**src/rtl/answer_judge.sv**
```systemverilog
// Answer judge: decodes the three committed answer codes to prime factors, multiplies
// them over two cycles and compares the product against the BCD question.
module answer_judge (
    input  logic        CLK,
    input  logic        RST,
    input  logic [3:0]  STATE,
    input  logic        DEC,
    input  logic [3:0]  COUNT1_OUT,
    input  logic [3:0]  COUNT2_OUT,
    input  logic [3:0]  COUNT3_OUT,
    input  logic [11:0] QUESTION_D,
    output logic [1:0]  RESULT,
    output logic        RES_VALID,
    output logic        BUSY,
    output logic [13:0] PRODUCT
);
    localparam logic [3:0] ST_INPUT    = 4'b0100;
    localparam logic [3:0] ST_QUESTION = 4'b0011;

    typedef enum logic [2:0] {IDLE, ARM, MUL1, MUL2, CMP} fsm_t;
    fsm_t fsm_state;

    logic [3:0]  code1, code2, code3;
    logic [11:0] q_bcd;
    logic [9:0]  q_bin;
    logic [13:0] prod;
    logic [4:0]  f1, f2, f3;
    logic        end_state, bad_code, bad_q;
    logic [1:0]  verdict;
    logic [13:0] prod_next;

    // Invalid codes decode to 0; the verdict is forced to invalid for them anyway.
    function automatic logic [4:0] decode(input logic [3:0] c);
        case (c)
            4'd0:    decode = 5'd1;
            4'd1:    decode = 5'd2;
            4'd2:    decode = 5'd3;
            4'd3:    decode = 5'd5;
            4'd4:    decode = 5'd7;
            4'd5:    decode = 5'd11;
            4'd6:    decode = 5'd13;
            4'd7:    decode = 5'd17;
            4'd8:    decode = 5'd19;
            4'd9:    decode = 5'd23;
            default: decode = 5'd0;
        endcase
    endfunction

    always_comb begin
        f1 = decode(code1);
        f2 = decode(code2);
        f3 = decode(code3);
        end_state = STATE inside {4'b0110, 4'b1000, 4'b1001, 4'b1010, 4'b1011};
        bad_code = (code1 > 4'd9) || (code2 > 4'd9) || (code3 > 4'd9) ||
                   ((code1 == 4'd0) && (code2 == 4'd0) && (code3 == 4'd0));
        bad_q = (q_bcd[11:8] > 4'd9) || (q_bcd[7:4] > 4'd9) || (q_bcd[3:0] > 4'd9);
        prod_next = prod * {9'd0, f3};
        if (bad_code || bad_q)
            verdict = 2'b11;
        else if (prod == {4'd0, q_bin})
            verdict = 2'b01;
        else
            verdict = 2'b10;
    end

    always_ff @(posedge CLK or negedge RST) begin
        if (!RST) begin
            fsm_state <= IDLE;
            RESULT    <= 2'b00;
            RES_VALID <= 1'b0;
            BUSY      <= 1'b0;
            PRODUCT   <= 14'd0;
            code1     <= 4'd0;
            code2     <= 4'd0;
            code3     <= 4'd0;
            q_bcd     <= 12'd0;
            q_bin     <= 10'd0;
            prod      <= 14'd0;
        end else begin
            RES_VALID <= 1'b0;
            if (STATE == ST_QUESTION)
                RESULT <= 2'b00;
            if (BUSY && end_state) begin
                fsm_state <= IDLE;
                BUSY      <= 1'b0;
            end else begin
                case (fsm_state)
                    IDLE: begin
                        if (DEC && (STATE == ST_INPUT)) begin
                            fsm_state <= ARM;
                            BUSY      <= 1'b1;
                        end
                    end
                    // The input block updates the codes on the edge that samples DEC,
                    // so they are only stable one cycle later.
                    ARM: begin
                        code1     <= COUNT1_OUT;
                        code2     <= COUNT2_OUT;
                        code3     <= COUNT3_OUT;
                        q_bcd     <= QUESTION_D;
                        fsm_state <= MUL1;
                    end
                    MUL1: begin
                        prod      <= {9'd0, f1} * {9'd0, f2};
                        q_bin     <= {6'd0, q_bcd[11:8]} * 10'd100 +
                                     {6'd0, q_bcd[7:4]} * 10'd10 + {6'd0, q_bcd[3:0]};
                        fsm_state <= MUL2;
                    end
                    MUL2: begin
                        prod      <= prod_next;
                        PRODUCT   <= prod_next;
                        fsm_state <= CMP;
                    end
                    CMP: begin
                        if (STATE != ST_QUESTION)
                            RESULT <= verdict;
                        RES_VALID <= 1'b1;
                        BUSY      <= 1'b0;
                        fsm_state <= IDLE;
                    end
                    default: begin
                        fsm_state <= IDLE;
                        BUSY      <= 1'b0;
                    end
                endcase
            end
        end
    end
endmodule

```
**config.mk**
```make
export PLATFORM = sky130hd
export DESIGN_NAME = answer_judge
export DESIGN_NICKNAME = d
export VERILOG_FILES = /design/src/rtl/answer_judge.sv
export SDC_FILE = /design/constraint.sdc
export NUM_CORES = 1
export LEC_CHECK = 0
export ABC_CLOCK_PERIOD_IN_PS = 7400
export BUFFER_PORTS_ARGS = -buffer_cell sky130_fd_sc_hd__buf_4
export CAP_MARGIN = 20
export CORE_ASPECT_RATIO = 1.25
export CORE_MARGIN = 2
export CORE_UTILIZATION = 41
export CTS_BUF_LIST = sky130_fd_sc_hd__clkbuf_4
export DETAILED_ROUTE_END_ITERATION = 16
export HOLD_SLACK_MARGIN = 0.1
export PLACE_DENSITY = 0.57
export SYNTH_ARGS = -nofsm -noshare
export SYNTH_HDL_FRONTEND = slang
export SYNTH_SLANG_ARGS = --single-unit
```
**constraint.sdc**
```tcl
create_clock -name CLK -period 7.4 [get_ports CLK]
set_input_delay 1.11 -clock CLK [delete_from_list [all_inputs] [get_ports CLK]]
set_output_delay 1.11 -clock CLK [all_outputs]
set_load 0.02 [all_outputs]
```
==> results.txt <==
The die is 115 um wide. The cell repeated most along the worst path is fa_1. Data on the critical path is required at its endpoint by 7.73 ns. The normalized max-slew margin came out at 40.7%. The area added between synthesis and finish is 11.9%. The maximum fanout along the worst path came out at 10. Of all cell types, the one taking the most synthesized area is dfrtp_1. The sort of element at the end of the critical path is a flop. The primary flip-flop cell chosen by synthesis mapping is dfrtp_1.

The critical path is of the flop to flop type. By area the synthesized netlist is led by dfrtp_1 (27%), ha_1 (14%), fa_1 (14%), nand2_1 (5.7%), inv_1 (4.6%). The number of global-route vias before repair came out at 4908. The critical path contains buffers and inverters numbering 2 combined. The first routing iteration left 178 violations. The clock passes through at most 2 buffers.

The path with the worst hold slack has its endpoint at PRODUCT[9]$_DFFE_PN0P_. In the routed layout, each cell is associated on average with a via count of 5.00. After layout, the worst path uses 67.3% of the clock period.

The slowest stage of the critical path belongs to the cell fa_1. The clock period minus worst slack came out at 4.98 ns. For the pin with the worst max-slew slack, the measured transition is 0.889 ns. Routability-driven placement finished with a final weighted congestion of 0.823.

The tree is rooted in a clkbuf_4. In this run the critical register-to-register path is launched from code3[1]$_DFFE_PN0P_. Global routing consumed, over all layers together, 17.9% of the routing resources. The startpoint of the lowest-slack hold path is PRODUCT[9]$_DFFE_PN0P_. Among cell families on the critical path, the largest total delay comes from adder cells. The worst register-to-register path ends at PRODUCT[12]$_DFFE_PN0P_.

The non-filler instance count after layout is 951. The number of hold buffers added after cts is 0. Counting every sink on the clock net gives 69. The post-synthesis net count came out at 841.

The sum of negative setup slack came out at 0 ns. The number of antenna violations at the first check in global routing came out at 0. The via total after detailed routing came out at 4752. The total number of H-tree levels came out at 3.

The final wirelength is 13600 um. The delay of the slowest cell on the worst path is 0.55 ns. TritonCTS built the clock tree. The wire length of the first global-routing pass is 23500 um. The sequential cell area fraction in the yosys report is 27.3%. The die footprint came out at 0.0165 sq mm.

In this run the vertical extent of the chip is 143 um. The total grt overflow is 0. The number of cells on the worst reg-to-reg path came out at 16. The pin count of the biggest net entering global routing came out at 70. The total number of yosys warnings came out at 0. STA classifies the critical path startpoint as a flop. The tool flagged a number of max-cap violations equal to 0.

Clock tree synthesis inserted a total of 9 buffers. The average detailed-routed wire length per instance came out at 14.3 um. The top cell type by area accounts for 27.3% of the synthesized area.

The count of final max-slew check failures is 0. The path category of the worst min-delay check is flop to flop. The post-CTS setup repair buffer count came out at 0. The starting density of the core is 42.0%. After clock tree synthesis, the clock-pin slew on the worst setup and hold paths is 0.12 ns. The net count of the finished layout is 883. The average cell area after synthesis is 9.10 sq um.

The count of state elements after synthesis is 69. Walking the worst path, the cells encountered are inv_1 > ha_1 > nor2b_1 > and2_1 > nand2_1 > fa_1 > fa_1 > inv_1 > fa_1 > ha_1 > a21o_1 > a21o_1 > a211o_1 > a32oi_1 > mux2i_1 > nand3_1. The count of filler cells inserted in the layout is 1477.

The DRC violations left came out at 0. The I/O pin total came out at 49. For this run, the detailed router's first-pass iteration total came to 4.

The count of endpoints failing setup in the final report is 0. The synthesized instance count is 696. The distinct cell type count after synthesis came out at 54. The latest clock arrival within the worst-skew pair is 0.45 ns.

The area of the mapped netlist came out at 0.00633 sq mm. The number of enable-type register cells in the synthesized netlist came out at 0. The share of async-settable or async-resettable flops after synthesis is 100%. The number of rows in the core area came out at 50.

At the worst endpoint, the arrival time is 5.31 ns. The run finished with clean final reports. The fraction of final layout cells sized beyond drive strength 1 is 12.9%. The total instance count after detailed placement is 935. The worst-case register-to-register setup slack came out at 2.42 ns. The antenna diode count came out at 0. The total count of hold-check failures in the final report came to 0. The post-CTS resize count is 0. The antenna violation net count after detailed routing came out at 0.

For this run, the top clock speed supported by timing is 201 MHz. Setup repair after global routing left no endpoint under its margin. The number of stages on the worst hold path is 2. The placeable core region is 0.0151 sq mm.

The count of input and output buffers is 48. Detailed placement ended at an HPWL of 10800 um. For the final database, setup skew stands at 0.0167 ns.
==> cell type report <==
class,instances,area (sq um),area share (%)
Clock buffer,11,82.6,1.17
Clock inverter,5,98.8,1.39
Inverter,78,293,4.13
Multi-Input combinational cell,528,4240,59.8
Sequential cell,69,1730,24.4
Tap cell,208,260,3.67
Timing Repair Buffer,52,390,5.51
==> stage by stage <==
stage / instance area, sq um / hold slack [ns] / utilization (%) / setup WS (ns)
after floorplan: 6330 / 0.435 / - / 2.90
after global placement: 6910 / 0.461 / 45.8 / 2.64
after detailed placement: 6910 / 0.465 / 45.8 / 2.48
after CTS: 7090 / 0.492 / 47.0 / 2.43
after global routing: 7090 / 0.519 / 47.0 / 2.08
final: 7090 / 0.482 / 47.0 / 2.42
==> worst register-to-register path: stages (launching register included) <==
cell	delay, ns
dfrtp_1	0.44
inv_1	0.11
ha_1	0.32
nor2b_1	0.41
and2_1	0.22
nand2_1	0.08
fa_1	0.50
fa_1	0.55
inv_1	0.05
fa_1	0.48
ha_1	0.37
a21o_1	0.21
a21o_1	0.21
a211o_1	0.34
a32oi_1	0.22
mux2i_1	0.26
nand3_1	0.10
==> Yosys cell counts (16+ instances only) <==
library cell	count
o21ai_0	48
nand2_1	96
and2_1	21
fa_1	43
nor2b_1	22
xnor2_1	22
clkbuf_1	16
nor2_1	46
a21oi_1	26
dfrtp_1	69
inv_1	78
ha_1	71
==> flip-flops by register name, summed over array words and instances, names as in the netlist, 3 cells and up <==
| register | flops |
|---|---|
| code2 | 4 |
| prod | 14 |
| code1 | 4 |
| PRODUCT | 14 |
| code3 | 4 |
| q_bin | 10 |
| fsm_state | 3 |
| q_bcd | 12 |
==> cells in the final DEF (no fill, tap or decap), drive strengths merged, types with 3 or more instances in the layout <==
cell type / synthesis / final
bufinv: 0 / 3
a211o: 3 / 3
nand2b: 8 / 8
nand2: 96 / 96
nand3: 6 / 6
mux2: 13 / 13
fa: 43 / 43
buf: 5 / 52
xnor2: 22 / 22
o31ai: 4 / 4
o21ai: 49 / 49
and3: 12 / 12
a21oi: 26 / 26
ha: 71 / 71
nor2b: 22 / 22
or2: 10 / 10
nor3: 3 / 3
dfrtp: 69 / 69
inv: 78 / 78
mux2i: 7 / 7
and2: 21 / 21
a2111oi: 3 / 3
xor2: 10 / 10
clkbuf: 16 / 11
nor2: 46 / 46
a21o: 9 / 9
nand4: 4 / 4
o21a: 3 / 3
xnor3: 3 / 3
a31oi: 3 / 3
==> logic make-up after synthesis <==
| family | after synthesis | share of synthesized area, % |
|---|---|---|
| buffers and inverters | 99 | 5.96 |
| AOI/OAI and AO/OA | 116 | 11.3 |
| adders and majority gates | 114 | 27.6 |
| and+or+nand+nor | 243 | 18.9 |
| DFF | 69 | 27.3 |
| muxes | 20 | 3.42 |
| xor gates and xnor gates | 35 | 5.49 |
==> per-layer routing <==
| metal | vias to the layer above | part of all wire (%) | track usage [%] |
|---|---|---|---|
| li1 | 2382 | - | - |
| met1 | 2280 | 46 | 22.7 |
| met2 | 74 | 49 | 31.1 |
| met3 | 16 | 3.5 | 3.23 |
| met4 | 0 | 1.4 | 5.14 |
| met5 | - | 0 | 0 |
==> how the worst max path moves through the flow <==
stage,end,depth (start not counted),slack [ns],startpoint
4_1_cts,PRODUCT[12]$_DFFE_PN0P_,16,2.43,code3[1]$_DFFE_PN0P_
3_3_place_gp,PRODUCT[12]$_DFFE_PN0P_,16,2.64,code3[1]$_DFFE_PN0P_
3_5_place_dp,PRODUCT[12]$_DFFE_PN0P_,16,2.48,code3[1]$_DFFE_PN0P_
2_1_floorplan,prod[9]$_DFFE_PN0P_,16,2.90,code1[0]$_DFFE_PN0P_
5_1_grt,PRODUCT[12]$_DFFE_PN0P_,16,2.08,code3[1]$_DFFE_PN0P_
6_report,PRODUCT[12]$_DFFE_PN0P_,16,2.42,code3[1]$_DFFE_PN0P_
Power is left out: the tool's default activity adds up to more than one toggle a clock period on the data nets, which glitch-free logic cannot reach.
